## src/rtl/tl_master_tile_stub_if.sv

```systemverilog
// Command, TileLink A/B/C/D/E and response bundle for the tile stub.
// master: the stub; slave: whatever drives commands and answers TL.
interface tl_master_tile_stub_if #(
  parameter int DATA_W = 64,
  parameter int ADDR_W = 32,
  parameter int SRC_W  = 2
);
  localparam int MW = DATA_W / 8;

  logic              cmd_valid;
  logic              cmd_ready;
  logic              cmd_write;
  logic [ADDR_W-1:0] cmd_address;
  logic [3:0]        cmd_size;
  logic [MW-1:0]     cmd_mask;
  logic [DATA_W-1:0] cmd_data;
  logic              quiesce;

  logic              a_ready;
  logic              a_valid;
  logic [2:0]        a_opcode;
  logic [2:0]        a_param;
  logic [3:0]        a_size;
  logic [SRC_W-1:0]  a_source;
  logic [ADDR_W-1:0] a_address;
  logic [MW-1:0]     a_mask;
  logic [DATA_W-1:0] a_data;

  logic              b_ready;
  logic              c_valid;
  logic              e_valid;

  logic              d_valid;
  logic              d_ready;
  logic [2:0]        d_opcode;
  logic [SRC_W-1:0]  d_source;
  logic [DATA_W-1:0] d_data;
  logic              d_error;

  logic              rsp_valid;
  logic              rsp_ready;
  logic              rsp_write;
  logic [SRC_W-1:0]  rsp_source;
  logic [DATA_W-1:0] rsp_data;
  logic              rsp_error;

  logic [SRC_W:0]    outstanding;
  logic              idle;
  logic              proto_err;

  modport master (
    input  cmd_valid, cmd_write, cmd_address,
    input  cmd_size, cmd_mask, cmd_data, quiesce,
    output cmd_ready,
    input  a_ready,
    output a_valid, a_opcode, a_param, a_size,
    output a_source, a_address, a_mask, a_data,
    output b_ready, c_valid, e_valid,
    input  d_valid, d_opcode, d_source,
    input  d_data, d_error,
    output d_ready,
    input  rsp_ready,
    output rsp_valid, rsp_write, rsp_source,
    output rsp_data, rsp_error,
    output outstanding, idle, proto_err
  );

  modport slave (
    output cmd_valid, cmd_write, cmd_address,
    output cmd_size, cmd_mask, cmd_data, quiesce,
    input  cmd_ready,
    output a_ready,
    input  a_valid, a_opcode, a_param, a_size,
    input  a_source, a_address, a_mask, a_data,
    input  b_ready, c_valid, e_valid,
    output d_valid, d_opcode, d_source,
    output d_data, d_error,
    input  d_ready,
    output rsp_ready,
    input  rsp_valid, rsp_write, rsp_source,
    input  rsp_data, rsp_error,
    input  outstanding, idle, proto_err
  );
endinterface

```

## src/rtl/tl_master_tile_stub.sv

```systemverilog
// TileLink-UL single-beat master standing in for a tile:
// commands become Get/Put on A, D beats are matched by source.
module tl_master_tile_stub #(
  parameter int DATA_W = 64,
  parameter int ADDR_W = 32,
  parameter int SRC_W  = 2
) (
  input  logic clock,
  input  logic reset,
  tl_master_tile_stub_if.master bus
);
  localparam int MW   = DATA_W / 8;
  localparam int LGB  = $clog2(MW);
  localparam int OW   = (LGB > 0) ? LGB : 1;
  localparam int NSRC = 2 ** SRC_W;

  typedef enum logic {A_EMPTY, A_FULL} a_st_e;

  a_st_e             r_a_st;
  logic [2:0]        r_a_opcode;
  logic [3:0]        r_a_size;
  logic [SRC_W-1:0]  r_a_source;
  logic [ADDR_W-1:0] r_a_address;
  logic [MW-1:0]     r_a_mask;
  logic [DATA_W-1:0] r_a_data;
  logic [NSRC-1:0]   r_busy;
  logic              r_rsp_valid;
  logic              r_rsp_write;
  logic [SRC_W-1:0]  r_rsp_source;
  logic [DATA_W-1:0] r_rsp_data;
  logic              r_rsp_error;
  logic              r_proto_err;

  logic              w_any_free;
  logic [SRC_W-1:0]  w_free_idx;
  logic              w_cmd_ready;
  logic              w_cmd_fire;
  logic              w_bad;
  logic              w_alloc;
  logic [OW-1:0]     w_off;
  logic [MW-1:0]     w_lanes;
  logic [2:0]        w_opcode;
  logic [MW-1:0]     w_mask;
  logic              w_d_ready;
  logic              w_d_fire;
  logic              w_d_ok;
  logic [NSRC-1:0]   w_set;
  logic [NSRC-1:0]   w_clr;
  logic [SRC_W:0]    w_count;

  assign w_off = bus.cmd_address[OW-1:0];

  always_comb begin
    w_free_idx = '0;
    for (int i = NSRC - 1; i >= 0; i--)
      if (!r_busy[i]) w_free_idx = SRC_W'(i);
  end

  // Lanes covered by an aligned 2**size access at this offset.
  always_comb begin
    int off;
    off = (LGB > 0) ? int'(w_off) : 0;
    w_lanes = '0;
    w_bad = int'(bus.cmd_size) > LGB;
    for (int i = 0; i < MW; i++)
      if ((i >> bus.cmd_size) == (off >> bus.cmd_size))
        w_lanes[i] = 1'b1;
    if ((off & ((1 << bus.cmd_size) - 1)) != 0)
      w_bad = 1'b1;
  end

  always_comb begin
    w_opcode = 3'd4;
    w_mask = w_lanes;
    if (bus.cmd_write) begin
      w_mask = bus.cmd_mask & w_lanes;
      w_opcode = (w_mask == w_lanes) ? 3'd0 : 3'd1;
    end
  end

  assign w_any_free  = ~&r_busy;
  assign w_cmd_ready = !bus.quiesce && w_any_free &&
                       (r_a_st == A_EMPTY || bus.a_ready);
  assign w_cmd_fire  = bus.cmd_valid && w_cmd_ready;
  assign w_alloc     = w_cmd_fire && !w_bad;

  assign w_d_ready = !r_rsp_valid || bus.rsp_ready;
  assign w_d_fire  = bus.d_valid && w_d_ready;
  assign w_d_ok    = w_d_fire && r_busy[bus.d_source] &&
                     (bus.d_opcode == 3'd0 ||
                      bus.d_opcode == 3'd1);

  always_comb begin
    w_set = '0;
    w_clr = '0;
    if (w_alloc) w_set[w_free_idx] = 1'b1;
    if (w_d_ok) w_clr[bus.d_source] = 1'b1;
  end

  always_comb begin
    w_count = '0;
    for (int i = 0; i < NSRC; i++)
      w_count = w_count + {{SRC_W{1'b0}}, r_busy[i]};
  end

  always_ff @(posedge clock or negedge reset) begin
    if (!reset) begin
      r_a_st       <= A_EMPTY;
      r_a_opcode   <= '0;
      r_a_size     <= '0;
      r_a_source   <= '0;
      r_a_address  <= '0;
      r_a_mask     <= '0;
      r_a_data     <= '0;
      r_busy       <= '0;
      r_rsp_valid  <= 1'b0;
      r_rsp_write  <= 1'b0;
      r_rsp_source <= '0;
      r_rsp_data   <= '0;
      r_rsp_error  <= 1'b0;
      r_proto_err  <= 1'b0;
    end else begin
      unique case (r_a_st)
        A_EMPTY: if (w_alloc) r_a_st <= A_FULL;
        A_FULL:
          if (bus.a_ready && !w_alloc)
            r_a_st <= A_EMPTY;
        default: r_a_st <= A_EMPTY;
      endcase
      if (w_alloc) begin
        r_a_opcode  <= w_opcode;
        r_a_size    <= bus.cmd_size;
        r_a_source  <= w_free_idx;
        r_a_address <= bus.cmd_address;
        r_a_mask    <= w_mask;
        r_a_data    <= bus.cmd_data;
      end
      r_busy <= (r_busy | w_set) & ~w_clr;
      if (w_d_ok) begin
        r_rsp_valid  <= 1'b1;
        r_rsp_write  <= bus.d_opcode == 3'd0;
        r_rsp_source <= bus.d_source;
        r_rsp_data   <= bus.d_data;
        r_rsp_error  <= bus.d_error;
      end else if (bus.rsp_ready) begin
        r_rsp_valid <= 1'b0;
      end
      if ((w_cmd_fire && w_bad) ||
          (w_d_fire && !w_d_ok))
        r_proto_err <= 1'b1;
    end
  end

  assign bus.cmd_ready   = w_cmd_ready;
  assign bus.a_valid     = r_a_st == A_FULL;
  assign bus.a_opcode    = r_a_opcode;
  assign bus.a_param     = 3'd0;
  assign bus.a_size      = r_a_size;
  assign bus.a_source    = r_a_source;
  assign bus.a_address   = r_a_address;
  assign bus.a_mask      = r_a_mask;
  assign bus.a_data      = r_a_data;
  assign bus.b_ready     = 1'b1;
  assign bus.c_valid     = 1'b0;
  assign bus.e_valid     = 1'b0;
  assign bus.d_ready     = w_d_ready;
  assign bus.rsp_valid   = r_rsp_valid;
  assign bus.rsp_write   = r_rsp_write;
  assign bus.rsp_source  = r_rsp_source;
  assign bus.rsp_data    = r_rsp_data;
  assign bus.rsp_error   = r_rsp_error;
  assign bus.outstanding = w_count;
  assign bus.idle        = w_count == '0 &&
                           r_a_st == A_EMPTY &&
                           !r_rsp_valid;
  assign bus.proto_err   = r_proto_err;
endmodule
```

## src/flat_wrapper.sv

```systemverilog
// flat-port wrapper written by rule: the top's interface ports become plain ports
module tl_master_tile_stub_flat 
#(
  parameter int DATA_W = 64,
  parameter int ADDR_W = 32,
  parameter int SRC_W  = 2
)
  (clock, reset, bus_cmd_valid, bus_cmd_write, bus_cmd_address, bus_cmd_size, bus_cmd_mask, bus_cmd_data, bus_quiesce, bus_cmd_ready, bus_a_ready, bus_a_valid, bus_a_opcode, bus_a_param, bus_a_size, bus_a_source, bus_a_address, bus_a_mask, bus_a_data, bus_b_ready, bus_c_valid, bus_e_valid, bus_d_valid, bus_d_opcode, bus_d_source, bus_d_data, bus_d_error, bus_d_ready, bus_rsp_ready, bus_rsp_valid, bus_rsp_write, bus_rsp_source, bus_rsp_data, bus_rsp_error, bus_outstanding, bus_idle, bus_proto_err);
  tl_master_tile_stub_if #(.DATA_W(DATA_W), .ADDR_W(ADDR_W), .SRC_W(SRC_W)) bus_i ();
  input  logic clock;
  input  logic reset;
  input wire logic [$bits(bus_i.cmd_valid)-1:0] bus_cmd_valid;
  input wire logic [$bits(bus_i.cmd_write)-1:0] bus_cmd_write;
  input wire logic [$bits(bus_i.cmd_address)-1:0] bus_cmd_address;
  input wire logic [$bits(bus_i.cmd_size)-1:0] bus_cmd_size;
  input wire logic [$bits(bus_i.cmd_mask)-1:0] bus_cmd_mask;
  input wire logic [$bits(bus_i.cmd_data)-1:0] bus_cmd_data;
  input wire logic [$bits(bus_i.quiesce)-1:0] bus_quiesce;
  output wire logic [$bits(bus_i.cmd_ready)-1:0] bus_cmd_ready;
  input wire logic [$bits(bus_i.a_ready)-1:0] bus_a_ready;
  output wire logic [$bits(bus_i.a_valid)-1:0] bus_a_valid;
  output wire logic [$bits(bus_i.a_opcode)-1:0] bus_a_opcode;
  output wire logic [$bits(bus_i.a_param)-1:0] bus_a_param;
  output wire logic [$bits(bus_i.a_size)-1:0] bus_a_size;
  output wire logic [$bits(bus_i.a_source)-1:0] bus_a_source;
  output wire logic [$bits(bus_i.a_address)-1:0] bus_a_address;
  output wire logic [$bits(bus_i.a_mask)-1:0] bus_a_mask;
  output wire logic [$bits(bus_i.a_data)-1:0] bus_a_data;
  output wire logic [$bits(bus_i.b_ready)-1:0] bus_b_ready;
  output wire logic [$bits(bus_i.c_valid)-1:0] bus_c_valid;
  output wire logic [$bits(bus_i.e_valid)-1:0] bus_e_valid;
  input wire logic [$bits(bus_i.d_valid)-1:0] bus_d_valid;
  input wire logic [$bits(bus_i.d_opcode)-1:0] bus_d_opcode;
  input wire logic [$bits(bus_i.d_source)-1:0] bus_d_source;
  input wire logic [$bits(bus_i.d_data)-1:0] bus_d_data;
  input wire logic [$bits(bus_i.d_error)-1:0] bus_d_error;
  output wire logic [$bits(bus_i.d_ready)-1:0] bus_d_ready;
  input wire logic [$bits(bus_i.rsp_ready)-1:0] bus_rsp_ready;
  output wire logic [$bits(bus_i.rsp_valid)-1:0] bus_rsp_valid;
  output wire logic [$bits(bus_i.rsp_write)-1:0] bus_rsp_write;
  output wire logic [$bits(bus_i.rsp_source)-1:0] bus_rsp_source;
  output wire logic [$bits(bus_i.rsp_data)-1:0] bus_rsp_data;
  output wire logic [$bits(bus_i.rsp_error)-1:0] bus_rsp_error;
  output wire logic [$bits(bus_i.outstanding)-1:0] bus_outstanding;
  output wire logic [$bits(bus_i.idle)-1:0] bus_idle;
  output wire logic [$bits(bus_i.proto_err)-1:0] bus_proto_err;
  assign bus_i.cmd_valid = bus_cmd_valid;
  assign bus_i.cmd_write = bus_cmd_write;
  assign bus_i.cmd_address = bus_cmd_address;
  assign bus_i.cmd_size = bus_cmd_size;
  assign bus_i.cmd_mask = bus_cmd_mask;
  assign bus_i.cmd_data = bus_cmd_data;
  assign bus_i.quiesce = bus_quiesce;
  assign bus_cmd_ready = bus_i.cmd_ready;
  assign bus_i.a_ready = bus_a_ready;
  assign bus_a_valid = bus_i.a_valid;
  assign bus_a_opcode = bus_i.a_opcode;
  assign bus_a_param = bus_i.a_param;
  assign bus_a_size = bus_i.a_size;
  assign bus_a_source = bus_i.a_source;
  assign bus_a_address = bus_i.a_address;
  assign bus_a_mask = bus_i.a_mask;
  assign bus_a_data = bus_i.a_data;
  assign bus_b_ready = bus_i.b_ready;
  assign bus_c_valid = bus_i.c_valid;
  assign bus_e_valid = bus_i.e_valid;
  assign bus_i.d_valid = bus_d_valid;
  assign bus_i.d_opcode = bus_d_opcode;
  assign bus_i.d_source = bus_d_source;
  assign bus_i.d_data = bus_d_data;
  assign bus_i.d_error = bus_d_error;
  assign bus_d_ready = bus_i.d_ready;
  assign bus_i.rsp_ready = bus_rsp_ready;
  assign bus_rsp_valid = bus_i.rsp_valid;
  assign bus_rsp_write = bus_i.rsp_write;
  assign bus_rsp_source = bus_i.rsp_source;
  assign bus_rsp_data = bus_i.rsp_data;
  assign bus_rsp_error = bus_i.rsp_error;
  assign bus_outstanding = bus_i.outstanding;
  assign bus_idle = bus_i.idle;
  assign bus_proto_err = bus_i.proto_err;
  tl_master_tile_stub #(.DATA_W(DATA_W), .ADDR_W(ADDR_W), .SRC_W(SRC_W)) u_core (.clock(clock), .reset(reset), .bus(bus_i));
endmodule
```

## config.mk

```make
export PLATFORM = sky130hd
export DESIGN_NAME = tl_master_tile_stub_flat
export DESIGN_NICKNAME = d
export VERILOG_FILES = /design/src/rtl/tl_master_tile_stub_if.sv /design/src/rtl/tl_master_tile_stub.sv /design/src/flat_wrapper.sv
export SDC_FILE = /design/constraint.sdc
export NUM_CORES = 1
export LEC_CHECK = 0
export ABC_AREA = 1
export BUFFER_PORTS_ARGS = -buffer_cell sky130_fd_sc_hd__clkbuf_2
export CORE_AREA = 2 2 148 150
export CTS_CLUSTER_SIZE = 30
export DETAILED_ROUTE_END_ITERATION = 12
export DIE_AREA = 0 0 150 152
export GPL_TIMING_DRIVEN = 0
export PLACE_DENSITY = 0.64
export SKIP_LAST_GASP = 1
export SLEW_MARGIN = 20
export SYNTH_ARGS = -nofsm -noshare
export SYNTH_HDL_FRONTEND = slang
export SYNTH_SLANG_ARGS = --single-unit
```

## constraint.sdc

```tcl
create_clock -name clock -period 3 [get_ports clock]
set_input_delay 0.15 -clock clock [delete_from_list [all_inputs] [get_ports clock]]
set_output_delay 0.15 -clock clock [all_outputs]
set_load 0.01 [all_outputs]
```

==> impl_metrics.ini <==
[status]
outcome = completed

[placed_design]
placed_cells = 1568
gp_congestion = 0.8672
dp_slack_ps = 762.4
dp.final_hpwl_um = 17660
port_buffers = 374

[setup_path]
r2r_end = u_core.bus.rsp_data[13]
endpoint_kind = output port
critPathLaunchType = register
critPathKind = register to output port
cp_max_fo = 4
cp-startpoint = u_core.r_busy[0]
critPathRequiredTime_ps = 2850
r2r_slack_ps = 800
r2r_start = u_core.bus.rsp_valid
rr_worst_depth = 9
cp.arrival_ps = 2350

[sta]
period_share_pct = 83.49
skew_ps = 14.70
fin_crit_ps = 2505
tightest_slew_ps = 526.6
maxSlewHeadroom_pct = 64.89
drv_slew = 0
setup_viol = 0
rsz0062_at_grt = no
hold_violations = 0
fin_ws_ps = 495.2
max_freq_mhz = 399.2
fin_tns_setup_ps = 0

[synthesis]
synthFlopType = dfrtp_1
synth-async-reset-ratio_pct = 100.0
synth.top_cells.by_count = 535 x nand2_1, 187 x dfrtp_1, 33 x inv_1
synth.ff_latch_count = 187
yosysMostFrequentCell = nand2_1
synthDominantCellAreaShare_pct = 61.10
syn_inst = 907
synth_top_area_cell = dfrtp_1
ys_types = 28
synth_area_leaders = dfrtp_1 61%, nand2_1 26%, inv_1 1.6%, nor2_1 1.3%, nand3_1 1.3%
synth_edf_count = 0
yosysWarnings = 0
seq_area_frac_synth_pct = 61.10
synth_area_sq_um = 7659
avgSynthCellArea_sq_um = 8.444

[worst_hold_path]
holdPathEnd = u_core.bus.rsp_source[1]
min_path_type = input pin to register
hold_start = bus_d_source[1]
min_path_cells = 3

[floorplan]
io-pin-count = 382
core_area_sq_um = 21350
die_area_sq_um = 22800
initial_core_util_pct = 35.87
die_x_um = 150
row_count = 54
die_h_um = 152

[clocking]
postCtsSetupRepairBufs = 0
clock_latency_ps = 430
h-tree-depth = 4
clk_pin_slew_ps = 70
clock-sinks = 187
cts_tree = yes
ctsLongestPathBuffers = 2
cts_buffers = 17
clock_tree.root_cell = clkbuf_16

[finish]
finalNetCount = 1660
fin_cells = 1764
drive_above_1_share_pct = 29.94
area_growth_pct = 58.93
nFillCells = 1849
final_core_util_pct = 57.01

[global_routing]
grt.overflow.total = 0
global_route.peak_usage_layer = met2
grt_use_met1_pct = 26.03
grt_pass1_wl_um = 40440
use_met2_pct = 38.18
grt_util_all_layers_pct = 22.24
grt_pass1_vias = 8078
antenna_found_initial = 2
grt_max_degree = 85
grtUsageMet3_pct = 5.946

[power]
p_leak_uw = 0.007066
irDropWorstVdd_mv = 0.3625
p_per_area_nw_per_um2 = 611.1

[routing]
wl_per_cell_um = 14.43
vias_per_cell = 4.493
finalWirelength_um = 25460
dr.pass1.iters = 5
drt_iter0_drc = 525
vias = 7925
route.detailed.drc = 0
ant_nets = 0

[run]
drv_cap = 0
==> cells in the final DEF (no fill, tap or decap), types with 2 or more instances in the layout <==
master,instances
a21oi_1,8
buf_16,2
buf_2,17
buf_4,8
buf_6,6
clkbuf_1,15
clkbuf_16,17
clkbuf_2,373
clkbuf_8,2
clkinv_4,4
clkinvlp_4,2
conb_1,7
dfrtp_1,187
dlygate4sd3_1,163
ha_1,3
inv_1,33
inv_2,2
inv_8,5
nand2_1,535
nand3_1,20
nand4_1,4
nor2_1,27
nor3_1,2
o211ai_1,6
o21ai_0,20
o31ai_1,2
or2_1,2
==> kinds of logic after synthesis <==
family | share of synthesized area (%)
AO/OA/AOI/OAI | 2.728
AND/OR/NAND/NOR | 30.09
flip-flops | 61.10
adder cells (fa/ha/maj) | 0.7516
other | 0.09806
buffers and inverters | 5.228
==> report_power, final <==
part / internal [uW] / switching [uW]
sequential: 3030 / 309
clock: 1130 / 1080
combinational: 860 / 1030
==> critical path, stage by stage, from the launching register on <==
cell,delay (ps)
dfrtp_1,410
ha_1,320
fa_1,390
ha_1,320
nor4_1,300
clkbuf_2,180
==> through the flow <==
stage	area [sq um]	total power [uW]	hold slack, ps
floorplan	7677	4137	-145.6
global placement	9899	5030	342.0
detailed placement	9963	5077	74.75
CTS	12170	7480	5.585
global route	12170	7886	29.90
finish	12170	7438	22.17
==> per-layer routing <==
layer,part of all wire [%],routed length (um),vias up
li1,-,-,3896
met1,40,10280,3620
met2,48,12230,351
met3,7.9,2008,58
met4,3.7,932,0
met5,0,0,-
==> worst max path at each step <==
stage | endpoint | cells after the start
global route | bus_idle | 5
finish | bus_idle | 5
global placement | u_core.bus.a_data[37] | 1
detailed placement | u_core.bus.rsp_data[47] | 10
CTS | bus_idle | 5
floorplan | bus_idle | 4
==> final cells by class <==
class                      count  area, sq um  area share, %
clock buffer                  19        442.9          3.639
timing repair buffer         539         3567          29.31
inverter                      36        135.1          1.110
clock inverter                13        131.4          1.079
antenna                        1        2.502        0.02056
sequential                   187         4679          38.45
multi-input combinational    644         2597          21.34
tap                          280        350.3          2.878
buffer                        45        265.3          2.179
==> flip-flops by register name, summed over array words and instances (netlist names), 2 cells and up <==
name                   count
u_core.bus.a_address      32
u_core.bus.a_data         64
u_core.bus.a_mask          8
u_core.bus.a_opcode        2
u_core.bus.a_size          4
u_core.bus.a_source        2
u_core.bus.rsp_data       64
u_core.bus.rsp_source      2
u_core.r_busy              4
==> what timing repair did <==
item | in CTS | in global routing
endpoints found under the setup margin | 0 | 0
gates resized for setup | 0 | 0
hold endpoints to repair | 235 | 0
hold buffers | 163 | 0
(Power assumes the default switching activity.)
